[src/rtl/ctr_multicycle.sv]
// ctr_multicycle: multi-cycle MIPS main control FSM.
// Steps each instruction through FETCH / DECODE / execute / memory / writeback,
// drives datapath enables and mux selects, handshakes with a shared memory via
// memReq/memAck, raises a sticky memTimeout fault and counts retired instructions.
//
// Ports:
//   clk, reset        rising-edge clock, synchronous active-high reset
//   opCode            IR[31:26], sampled in DECODE
//   memAck            memory completes the current access this cycle
//   memReq/memRead/memWrite/iorD          memory port controls
//   irWrite/pcWrite/pcWriteCond/pcSrc     IR and PC update controls
//   aluSrcA/aluSrcB/aluop                 ALU operand and operation selects
//   regDst/memToReg/regWrite              register file writeback controls
//   instrDone         one-cycle retire pulse
//   illegalOp         one-cycle pulse on an unsupported opcode
//   memTimeout        sticky memory timeout fault, cleared only by reset
//   instrCount        retired-instruction counter, wraps to 0
//
// Build option: define CTR_IMM_EN to add addi/ori support (IEXEC/IWB states);
// without it those opcodes decode as illegal.

module ctr_multicycle #(
  parameter int ALUOP_W     = 2,
  parameter int MEM_TIMEOUT = 16,
  parameter int CNT_W       = 16
) (
  input  logic               clk,
  input  logic               reset,
  input  logic [5:0]         opCode,
  input  logic               memAck,
  output logic               memReq,
  output logic               memRead,
  output logic               memWrite,
  output logic               iorD,
  output logic               irWrite,
  output logic               pcWrite,
  output logic               pcWriteCond,
  output logic [1:0]         pcSrc,
  output logic               aluSrcA,
  output logic [1:0]         aluSrcB,
  output logic [ALUOP_W-1:0] aluop,
  output logic               regDst,
  output logic               memToReg,
  output logic               regWrite,
  output logic               instrDone,
  output logic               illegalOp,
  output logic               memTimeout,
  output logic [CNT_W-1:0]   instrCount
);

  localparam logic [3:0] S_IDLE    = 4'd0;
  localparam logic [3:0] S_FETCH   = 4'd1;
  localparam logic [3:0] S_DECODE  = 4'd2;
  localparam logic [3:0] S_MEMADR  = 4'd3;
  localparam logic [3:0] S_MEMRD   = 4'd4;
  localparam logic [3:0] S_MEMWB   = 4'd5;
  localparam logic [3:0] S_MEMWR   = 4'd6;
  localparam logic [3:0] S_EXEC    = 4'd7;
  localparam logic [3:0] S_RWB     = 4'd8;
  localparam logic [3:0] S_BRANCH  = 4'd9;
  localparam logic [3:0] S_JUMP    = 4'd10;
  localparam logic [3:0] S_ILLEGAL = 4'd11;
`ifdef CTR_IMM_EN
  localparam logic [3:0] S_IEXEC   = 4'd12;
  localparam logic [3:0] S_IWB     = 4'd13;
  localparam logic [5:0] OP_ADDI   = 6'b001000;
  localparam logic [5:0] OP_ORI    = 6'b001101;
`endif

  localparam logic [5:0] OP_RTYPE = 6'b000000;
  localparam logic [5:0] OP_LW    = 6'b100011;
  localparam logic [5:0] OP_SW    = 6'b101011;
  localparam logic [5:0] OP_BEQ   = 6'b000100;
  localparam logic [5:0] OP_J     = 6'b000010;

  // Wait counter only needs to reach MEM_TIMEOUT-1.
  localparam int WCNT_W = (MEM_TIMEOUT > 2) ? $clog2(MEM_TIMEOUT) : 1;
  localparam logic [WCNT_W-1:0] WAIT_LAST = WCNT_W'((MEM_TIMEOUT > 0) ? MEM_TIMEOUT - 1 : 0);

  logic [3:0]        state, nextState;
  logic [5:0]        opLatch;
  logic [WCNT_W-1:0] waitCnt;
  logic [1:0]        aluCode;
  logic              retire;
  logic              waiting;
  logic              timeoutHit;

  assign waiting    = ((state == S_FETCH) || (state == S_MEMRD) || (state == S_MEMWR)) && !memAck;
  assign timeoutHit = waiting && (MEM_TIMEOUT > 0) && (waitCnt == WAIT_LAST);

  always_comb begin
    nextState   = state;
    memRead     = 1'b0;
    memWrite    = 1'b0;
    iorD        = 1'b0;
    irWrite     = 1'b0;
    pcWrite     = 1'b0;
    pcWriteCond = 1'b0;
    pcSrc       = 2'b00;
    aluSrcA     = 1'b0;
    aluSrcB     = 2'b00;
    aluCode     = 2'b00;
    regDst      = 1'b0;
    memToReg    = 1'b0;
    regWrite    = 1'b0;
    retire      = 1'b0;
    illegalOp   = 1'b0;

    case (state)
      S_IDLE: begin
        if (!memTimeout) nextState = S_FETCH;
      end
      S_FETCH: begin
        memRead = 1'b1;
        aluSrcB = 2'b01;
        irWrite = memAck;
        pcWrite = memAck;
        if (memAck) nextState = S_DECODE;
      end
      S_DECODE: begin
        aluSrcB = 2'b11;
        case (opCode)
          OP_LW, OP_SW: nextState = S_MEMADR;
          OP_RTYPE:     nextState = S_EXEC;
          OP_BEQ:       nextState = S_BRANCH;
          OP_J:         nextState = S_JUMP;
`ifdef CTR_IMM_EN
          OP_ADDI, OP_ORI: nextState = S_IEXEC;
`endif
          default:      nextState = S_ILLEGAL;
        endcase
      end
      S_MEMADR: begin
        aluSrcA   = 1'b1;
        aluSrcB   = 2'b10;
        nextState = (opLatch == OP_LW) ? S_MEMRD : S_MEMWR;
      end
      S_MEMRD: begin
        memRead = 1'b1;
        iorD    = 1'b1;
        if (memAck) nextState = S_MEMWB;
      end
      S_MEMWB: begin
        memToReg  = 1'b1;
        regWrite  = 1'b1;
        retire    = 1'b1;
        nextState = S_FETCH;
      end
      S_MEMWR: begin
        memWrite = 1'b1;
        iorD     = 1'b1;
        if (memAck) begin
          retire    = 1'b1;
          nextState = S_FETCH;
        end
      end
      S_EXEC: begin
        aluSrcA   = 1'b1;
        aluCode   = 2'b10;
        nextState = S_RWB;
      end
      S_RWB: begin
        regDst    = 1'b1;
        regWrite  = 1'b1;
        retire    = 1'b1;
        nextState = S_FETCH;
      end
      S_BRANCH: begin
        aluSrcA     = 1'b1;
        aluCode     = 2'b01;
        pcWriteCond = 1'b1;
        pcSrc       = 2'b01;
        retire      = 1'b1;
        nextState   = S_FETCH;
      end
      S_JUMP: begin
        pcWrite   = 1'b1;
        pcSrc     = 2'b10;
        retire    = 1'b1;
        nextState = S_FETCH;
      end
      S_ILLEGAL: begin
        illegalOp = 1'b1;
        nextState = S_FETCH;
      end
`ifdef CTR_IMM_EN
      S_IEXEC: begin
        aluSrcA   = 1'b1;
        aluSrcB   = 2'b10;
        aluCode   = (opLatch == OP_ORI) ? 2'b11 : 2'b00;
        nextState = S_IWB;
      end
      S_IWB: begin
        regWrite  = 1'b1;
        retire    = 1'b1;
        nextState = S_FETCH;
      end
`endif
      default: nextState = S_IDLE;
    endcase

    // A timeout overrides the stay-and-wait transition; memAck in the same
    // cycle clears waiting, so a late ack still wins.
    if (timeoutHit) nextState = S_IDLE;

    memReq = memRead | memWrite;
  end

  assign aluop     = ALUOP_W'(aluCode);
  assign instrDone = retire;

  always_ff @(posedge clk) begin
    if (reset) begin
      state      <= S_IDLE;
      opLatch    <= '0;
      waitCnt    <= '0;
      instrCount <= '0;
      memTimeout <= 1'b0;
    end else begin
      state <= nextState;
      if (state == S_DECODE) opLatch <= opCode;
      if (timeoutHit) memTimeout <= 1'b1;
      if (waiting && !timeoutHit) waitCnt <= waitCnt + 1'b1;
      else                        waitCnt <= '0;
      if (retire) instrCount <= instrCount + 1'b1;
    end
  end

endmodule

[config.mk]
export PLATFORM = sky130hd
export DESIGN_NAME = ctr_multicycle
export DESIGN_NICKNAME = d
export VERILOG_FILES = /design/src/rtl/ctr_multicycle.sv
export SDC_FILE = /design/constraint.sdc
export NUM_CORES = 1
export LEC_CHECK = 0
export ABC_AREA = 0
export CELL_PAD_IN_SITES_DETAIL_PLACEMENT = 2
export CELL_PAD_IN_SITES_GLOBAL_PLACEMENT = 2
export CORE_UTILIZATION = 27
export DETAILED_ROUTE_END_ITERATION = 10
export PLACE_DENSITY_LB_ADDON = 0.1
export SYNTH_ARGS = -nofsm -noshare
export SYNTH_HDL_FRONTEND = slang
export SYNTH_SLANG_ARGS = --single-unit
[constraint.sdc]
create_clock -name clk -period 2.3 [get_ports clk]
set_clock_uncertainty 0.2 [all_clocks]
set_input_delay 0.345 -clock clk [delete_from_list [all_inputs] [get_ports clk]]
set_output_delay 0.345 -clock clk [all_outputs]
set_load 0.05 [all_outputs]
Word-level counts from Yosys, hierarchy flattened
Cells that the tools add are included.
- flip-flop bits (word level): 31
- input bits: 9
- output and inout port bits: 36
- word-level logic and storage cells: 72
- $add $sub $neg: 2
- eq/ne operators: 21
- multiplexer cells: 23
- bitwise logic cells: 2
- reductions and logical operators: 19
- operators with widths (operator ; number):
    case mux 4 bit (8 select lines) ; 1
    == test 4 bit (second input constant) ; 5
    == test 6 bit (second input constant) ; 3
    adder 16 x 1 -> 16 bit (second input constant) ; 1
    == test 4 x 3 -> 1 bit (second input constant) ; 4
    two-way mux 4 bit ; 4
    case mux 4 bit (4 select lines) ; 1
    OR reduction 2 bit ; 6
    two-way mux 1 bit ; 11
    == test 4 x 2 -> 1 bit (second input constant) ; 2
    inequality test 2 bit (second input constant) ; 4
    case mux 2 bit (2 select lines) ; 2
    == test 6 x 2 -> 1 bit (second input constant) ; 1
    == test 6 x 3 -> 1 bit (second input constant) ; 1
    zero test 6 bit ; 1
    case mux 2 bit (3 select lines) ; 1
    OR reduction 5 bit ; 1
    adder 4 x 1 -> 4 bit (second input constant) ; 1
    == test 4 x 1 -> 1 bit (second input constant) ; 1
    zero test 4 bit ; 1
    case mux 1 bit (2 select lines) ; 2
    AND reduction 4 bit ; 1
    OR reduction 4 bit ; 1
    logical AND 1 bit ; 3
    other kinds (6) ; 8

Logic depth before layout (Yosys ltp)
Gate-level depths: netlist of run 1.
- depth after elaboration: 9
- mapped depth: 7

Least setup slack after synthesis of run 1
OpenSTA, ideal clock, no wires.
- path type: register to output
- from: reg state[3]
- to: out regWrite
- data arrival time: 2.352 ns
- setup slack: -0.597 ns
- stages on the path, launching flop included: 5
- cells stage by stage: dfxtp_1 -> clkbuf_1 -> nand2_1 -> nor3_1 -> or2_2
- word-level cells in the longest chain between the ends: 3
- elaborated cells between the ends (all ways): 4
- RTL lines (item ; RTL line ; text):
    start, declared ; 80 ; logic [3:0] state, nextState;
    start signal, assigned ; 220 ; state <= nextState;
    == test 4 bit or == test 4 x 3 -> 1 bit (tied branches) ; 109 ; case (state)
    OR reduction 2 bit (no line) * ; - ;
    two-way mux 1 bit * ; 109 ;
    end, declared ; 44 ; output logic regWrite,
Every way passes the cells marked *; elsewhere a longest branch is shown, timed or not.

Worst setup path in the final report of run 1
- from: reg state[0]
- to: out pcWrite
- word-level cells in the longest chain between the ends: 2
- elaborated cells between the ends (all ways): 3
- RTL lines (item ; RTL line ; text):
    == test 4 bit or == test 4 x 1 -> 1 bit (tied branches) ; 109 ;
    case mux 1 bit (2 select lines) * ; 109 ;
    end, declared ; 36 ; output logic pcWrite,
Marks and branches as above.

==> impl_metrics.tcl, run 1 <==
set metrics [dict create \
    status "complete, no violations" \
    crit_type "flip-flop to primary output" \
    ant_nets 0 \
    finalCriticalPeriod_ns 2.184 \
    clock_path_buffers 2 \
    syn_nets 226 \
    placed_cells 337 \
    overflow 0 \
    grt_pass1_wl_mm 9.342 \
    synth_cell_types 45 \
    drt-vias-per-instance 5.171 \
    cp_max_fo 9 \
    hp-start "opLatch[1]" \
    wl_mm 5.675 \
    core_um2 5991 \
    die_area_um2 6572 \
    die_x_um 81.07 \
    p_per_area_nw_per_um2 538.1 \
    ir_worst_vdd_mv 0.3059 \
    avgSynthCellArea_um2 7.851 \
    finalCritPeriodShare_pct 94.95 \
    start_util_pct 28.17 \
    place_congestion 0.7366 \
    r2r_start "instrCount[0]" \
    hold_path_class "flip-flop to flip-flop" \
    holdPathStages 2 \
    p_int_w 0.0009902 \
    placed_area_um2 2471 \
    worstPathRequired_ns 1.75 \
    cts_buffers 5 \
    slew_headroom_pct 40.42 \
    cts_tree "built" \
    cts_root_buffer "clkbuf_8" \
    p_comb_share_pct 26.7 \
    finalMaxSlewViolations 0 \
    ys_warn_count 0 \
    r2r.worst_path.cells 5 \
    setup_viol 0 \
    layout-drive-gt1-share_pct 23.64 \
    num_rows 28 \
    drc 0 \
    io_pins 45 \
    power_switching_w 0.0004278 \
    fin_area_um2 2635 \
    place_hpwl_mm 4.130 \
    num_antenna_cells 0 \
    worstSetupStartpoint "state[0]" \
    drv_cap 0 \
    hold_viol_final 0 \
    nets 285 \
    drt_iter0_drc 57 \
    grt_usage_pct 18.42 \
    grt_pass1_vias 1929 \
    syn_area_um2 1688 \
    async_flop_share_pct 0 \
    p_total_w 0.001418 \
    grt_max_degree 28 \
    p_leak_nw 0.9590 \
    cts_sinks 31 \
    final_cell_count_no_fill 350 \
    clkTransAtPathRegs_ns 0.07 \
    cts-htree-levels 2 \
    clk_latency_ns 0.27 \
    ys.flop_type "dfxtp_1" \
    synth-seq-cells 31 \
    cp-start-kind "flip-flop" \
    routed-via-count 1810 \
    avgRoutedWirePerCell_um 16.21 \
    setup.worst_path.end_class "primary output" \
    antenna_found_initial 0 \
    die_y_um 81.07 \
    sw_frac_of_total_pct 30.17 \
    drt_pre_antenna_iters 4 \
    synthCells 215 \
    synth_seq_area_share_pct 36.77 \
    io_buffer_count 44 \
    arrival_ns 1.64 \
    fmaxAchievable_mhz 457.9 \
    worst_pin_slew_ns 0.8868 \
    synth_edf_count 0 \
    area_growth_syn_to_layout_pct 56.12 \
    power.share.clock_pct 33.4 \
    r2r_slack_ns 0.12 \
    seq_power_share_pct 40.0 \
    final_util_pct 43.99 \
]
## worst paths after layout
| kind | endpoint |
|---|---|
| min reg2reg | opLatch[1] |
| max reg2reg | instrCount[10] |
| min | opLatch[1] |
| max | pcWrite |
## area by class of cell
cell class / count / area, um^2
Inverter: 11 / 41.29
Tap cell: 75 / 93.84
Multi-Input combinational cell: 158 / 974.7
Fill cell: 666 / 3356
Sequential cell: 31 / 626.9
Timing Repair Buffer: 67 / 798.3
Clock buffer: 8 / 100.1
## per-stage QoR
| step | worst slack [ns] | TNS [ns] | hold slack (ns) |
|---|---|---|---|
| finish | 0.1162 | 0 | 0.2620 |
| global route | -0.01108 | -0.01108 | 0.2833 |
| CTS | 0.01916 | 0 | 0.2637 |
| detailed placement | -0.01478 | -0.01478 | 0.2504 |
| global placement | 0.01703 | 0 | 0.2284 |
| floorplan | -0.3248 | -0.9430 | 0.2176 |
## placed cells by master, fill, tap and decap left out, types with 3 or more instances in the layout
cell / instances
xnor2_1: 3
nand3_1: 7
nand4_1: 3
nand2b_1: 3
or4_1: 11
clkdlybuf4s50_1: 24
clkbuf_8: 7
nor3_2: 3
a21oi_1: 24
nor2b_1: 6
buf_4: 24
nor4_1: 3
o31ai_1: 12
nand2_1: 26
or3_1: 4
nor3_1: 3
dfxtp_2: 5
nor2_1: 16
and4_1: 3
dfxtp_1: 26
o21ai_0: 4
inv_1: 10
buf_12: 17
## registers in the layout, summed over array words and instances (netlist names)
register and count:
instrCount 16, state 4, memTimeout 1, opLatch 6
waitCnt 4
## synthesized netlist by cell type (2+ instances only)
library cell / count / area, um^2
xnor2_1: 3 / 26.28
ha_1: 2 / 25.02
inv_1: 10 / 37.54
o31ai_1: 12 / 90.09
nand4_1: 3 / 18.77
and3_1: 2 / 12.51
xor2_1: 2 / 17.52
or3_1: 4 / 25.02
clkbuf_1: 9 / 33.78
or2_2: 2 / 12.51
dfxtp_1: 31 / 620.6
nand3_1: 7 / 35.03
nor2_1: 17 / 63.81
nor2b_1: 6 / 37.54
nand2_1: 26 / 97.59
nor4_1: 3 / 18.77
buf_4: 3 / 22.52
and4_1: 3 / 26.28
nor3_1: 6 / 30.03
or4_1: 11 / 82.58
nand2b_1: 3 / 18.77
o21ai_0: 4 / 20.02
a21oi_1: 24 / 120.1
## repair_timing
action,in CTS,in global routing
endpoints found under the setup margin,0,3
setup buffers,0,4
hold buffers,0,0
gates resized for setup,0,5
## critical path, cell delays in order, from the launching register on
cell and delay, ns:
dfxtp_2 0.35, buf_4 0.18, nor2b_1 0.15, and3_1 0.22, or2_2 0.28, buf_4 0.19
## power groups by stage
| stage | logic [W] | registers (W) | clock network (W) |
|---|---|---|---|
| 5_1_grt | 0.000403 | 0.000568 | 0.000518 |
| 2_1_floorplan | 0.000200 | 0.000574 | 0 |
| 3_3_place_gp | 0.000359 | 0.000576 | 0 |
| 6_report | 0.000378 | 0.000567 | 0.000473 |
| 4_1_cts | 0.000368 | 0.000565 | 0.000492 |
| 3_5_place_dp | 0.000366 | 0.000578 | 0 |
## cells by family (layout without fill, tap and decap cells)
group / Yosys count / in the layout / synth area share, %
compound gates: 52 / 52 / 20.68
xor+xnor: 5 / 5 / 2.595
fa+ha+maj: 2 / 2 / 1.482
buf+inv: 26 / 86 / 6.967
flops: 31 / 31 / 36.77
mux: 2 / 2 / 1.260
simple gates: 97 / 97 / 30.25
## per-layer routing
metal | part of all wire (%) | up-vias | GRT usage, %
met5 | 0 | - | 0
met4 | 0.78 | 0 | 5.179
met3 | 2.6 | 4 | 3.483
met2 | 49 | 32 | 30.59
met1 | 47 | 881 | 24.15
li1 | - | 893 | -
No activity file was read; power rests on OpenSTA's default activity.
==> run 2: changes to the inputs <==
--- a/config.mk
+++ b/config.mk
@@ -5,10 +5,10 @@
 export SDC_FILE = /design/constraint.sdc
 export NUM_CORES = 1
 export LEC_CHECK = 0
-export ABC_AREA = 0
+export ABC_AREA = 1
 export CELL_PAD_IN_SITES_DETAIL_PLACEMENT = 2
 export CELL_PAD_IN_SITES_GLOBAL_PLACEMENT = 2
-export CORE_UTILIZATION = 27
+export CORE_UTILIZATION = 26
 export DETAILED_ROUTE_END_ITERATION = 10
 export PLACE_DENSITY_LB_ADDON = 0.1
 export SYNTH_ARGS = -nofsm -noshare
==> run 2 against run 1 <==
  * Maximum frequency rose by 2.8%
  * Core utilization shrank 7.1 points
  * Combinational power rose to 3.3 times the previous value
  * Worst hold slack worse by 0.0086 ns
  * Area after synthesis grew 8.4%
==> impl_metrics.tcl, run 2 <==
set metrics [dict create \
    status "complete, no violations" \
    syn_nets 291 \
    synth_most_common_cell "nand2_1" \
    clk_latency_ns 0.28 \
    p_leak_nw 0.9671 \
    hp-start "waitCnt[0]" \
    ant_nets 0 \
    crit_path_top_delay_cell "dfxtp_1" \
    synth_cell_types 25 \
    routed-via-count 1941 \
    crit_type "flip-flop to primary output" \
    holdWs_ns 0.2534 \
    async_flop_share_pct 0 \
    overflow 0 \
    finalMaxSlewViolations 0 \
    num_antenna_cells 0 \
    ys_warn_count 0 \
    avgSynthCellArea_um2 6.533 \
    synth_fa_ha_area_share_pct 1.368 \
    wl_mm 5.838 \
    synth_top_area_share_pct 33.93 \
    area_growth_syn_to_layout_pct 36.87 \
    die_y_um 85.88 \
    cp-start-kind "flip-flop" \
    die_area_um2 7375 \
    clkTransAtPathRegs_ns 0.06 \
    p_per_area_nw_per_um2 925.1 \
    worstPathRequired_ns 1.75 \
    grt_pass1_vias 2104 \
    antenna_found_initial 0 \
    grt_pass1_wl_mm 10.09 \
    cts_setup_buffers 0 \
    slew_headroom_pct 63.92 \
    ctsResizeCount 0 \
    r2r_start "state[1]" \
    worst_path_largest_cell_delay_ns 0.41 \
    reg.largest.list "instrCount: 16 flops, opLatch: 6 flops" \
    synth_seq_area_share_pct 33.93 \
    placed_area_um2 2422 \
    finalCriticalPeriod_ns 2.124 \
    cts-htree-levels 2 \
    place_hpwl_mm 4.706 \
    worstSetupStartpoint "state[0]" \
    reg2reg_to "instrCount[0]" \
    die_x_um 85.88 \
    layout-drive-gt1-share_pct 18.48 \
    drt_iter0_drc 41 \
    cts_buffers 5 \
    synth_edf_count 0 \
    rsz0062_at_grt "false" \
    hold_buffers 0 \
    arrival_ns 1.58 \
    core_um2 6794 \
    setup_viol 0 \
    drt-vias-per-instance 4.556 \
    synth-seq-cells 31 \
    fmaxAchievable_mhz 470.8 \
    largest_reg_flops 16 \
    pre_cts_slack_ns 0.3379 \
    cts_sinks 31 \
    r2r.worst_path.cells 8 \
    setup.worst_path.end_class "primary output" \
    drc 0 \
    finalCritPeriodShare_pct 92.36 \
    cts_root_buffer "clkbuf_8" \
    grt_max_degree 23 \
    crit_path_end "irWrite" \
    synth.area.mux_share_pct 0 \
    finalWorstSetupSlack_ns 0.1757 \
    final_common_cell "nand2_1" \
    r2r_slack_ns 0.49 \
    io_pins 45 \
    syn_area_um2 1829 \
    num_rows 30 \
    place_congestion 0.7165 \
    synthCells 280 \
    hold_path_class "flip-flop to flip-flop" \
    netlist_top_cells_count "64 x nand2_1, 53 x nor2_1, 31 x dfxtp_1" \
    avgRoutedWirePerCell_um 13.70 \
    nets 342 \
    synth_area_leaders "dfxtp_1 34%, nand2_1 13%, nor2_1 11%" \
    clock_path_buffers 2 \
    yosysTopAreaCell "dfxtp_1" \
    fin_area_um2 2504 \
    hold_viol_final 0 \
    synth_xor_area_share_pct 2.394 \
    mostFrequentLayoutCells "64 x nand2_1, 52 x nor2_1, 31 x dfxtp_1" \
    start_util_pct 26.92 \
    grt_usage_pct 17.51 \
    worst_pin_slew_ns 0.5407 \
    cts_tree "built" \
    ys.flop_type "dfxtp_1" \
    yosys.area_share.simple_pct 39.40 \
    ir_worst_vdd_mv 0.3312 \
    drv_cap 0 \
    synth_top_family_by_area "simple AND/OR/NAND/NOR gates" \
    crit_path_cell_trace "nand2_1 > nor2_2 > inv_1 > nor2_1 > buf_12" \
    cp_max_fo 5 \
    synth_compound_gate_area_share_pct 12.72 \
    fin_tns_setup_ns 0 \
    drt_pre_antenna_iters 4 \
    top_register "instrCount" \
    io_buffer_count 44 \
]
run 2: changes by cell type after synthesis, sizes merged, moves of 4 or more:
cell and delta:
nand2 +50, nor2 +41, inv +20, nand3 +13
o21ai +12, o31ai -12, or4 -11, clkbuf -8
nor2b -6, nor3 -6, nand4 +5, or3 -4
run 2: how the worst min path moves through the flow:
stage	end	slack, ns	depth (start not counted)
floorplan	waitCnt[0]	0.22	1
global placement	waitCnt[0]	0.24	1
detailed placement	waitCnt[0]	0.25	1
CTS	waitCnt[0]	0.26	1
global route	waitCnt[0]	0.30	1
finish	waitCnt[0]	0.25	1
run 2: per-stage QoR:
stage	instances	utilization, %	power, W
after floorplan	280	-	0.001458
after global placement	420	35.65	0.001921
after detailed placement	420	35.65	0.001943
after CTS	426	36.72	0.002348
after global routing	426	36.85	0.002480
final	426	36.85	0.002316
run 2: cells by family (layout without fill, tap and decap cells):
group,after synthesis,after routing
AOI/OAI and AO/OA,41,41
and+or+nand+nor,162,162
adders and majority gates,2,2
DFF,31,31
buffers and inverters,39,89
xor gates and xnor gates,5,5
run 2: power by group:
group	switching, W	internal (W)	total (W)
sequential	0.0000619	0.000614	0.000676
combinational	0.000804	0.000441	0.00125
clock	0.000193	0.000201	0.000395
total	0.00106	0.00126	0.00232
run 2: critical path, delay by kind of cell (launching register included):
kind	cells	cell delay, ns
AND/OR/NAND/NOR	3	0.59
flip-flops	1	0.41
buffers and inverters	2	0.30
run 2: final cells by class:
type / instances / area (um^2)
clock buffer: 6 / 72.57
multi-input combinational: 210 / 1031
fill: 839 / 4290
tap: 96 / 120.1
sequential: 31 / 620.6
inverter: 31 / 118.9
timing repair buffer: 52 / 540.5
run 2: routing by layer:
layer / global-route usage (%) / up-vias / share of wire (%)
li1: - / 985 / -
met1: 21.97 / 918 / 49
met2: 30.66 / 34 / 48
met3: 3.272 / 4 / 2.6
met4: 4.545 / 0 / 0.60
met5: 0 / - / 0
==> run 3: changes to the inputs <==
--- a/config.mk
+++ b/config.mk
@@ -6,6 +6,7 @@
 export NUM_CORES = 1
 export LEC_CHECK = 0
 export ABC_AREA = 1
+export CAP_MARGIN = 5
 export CELL_PAD_IN_SITES_DETAIL_PLACEMENT = 2
 export CELL_PAD_IN_SITES_GLOBAL_PLACEMENT = 2
 export CORE_UTILIZATION = 26
==> results of run 3 <==
The final DEF is identical to that of run 2; final timing and power are the same.
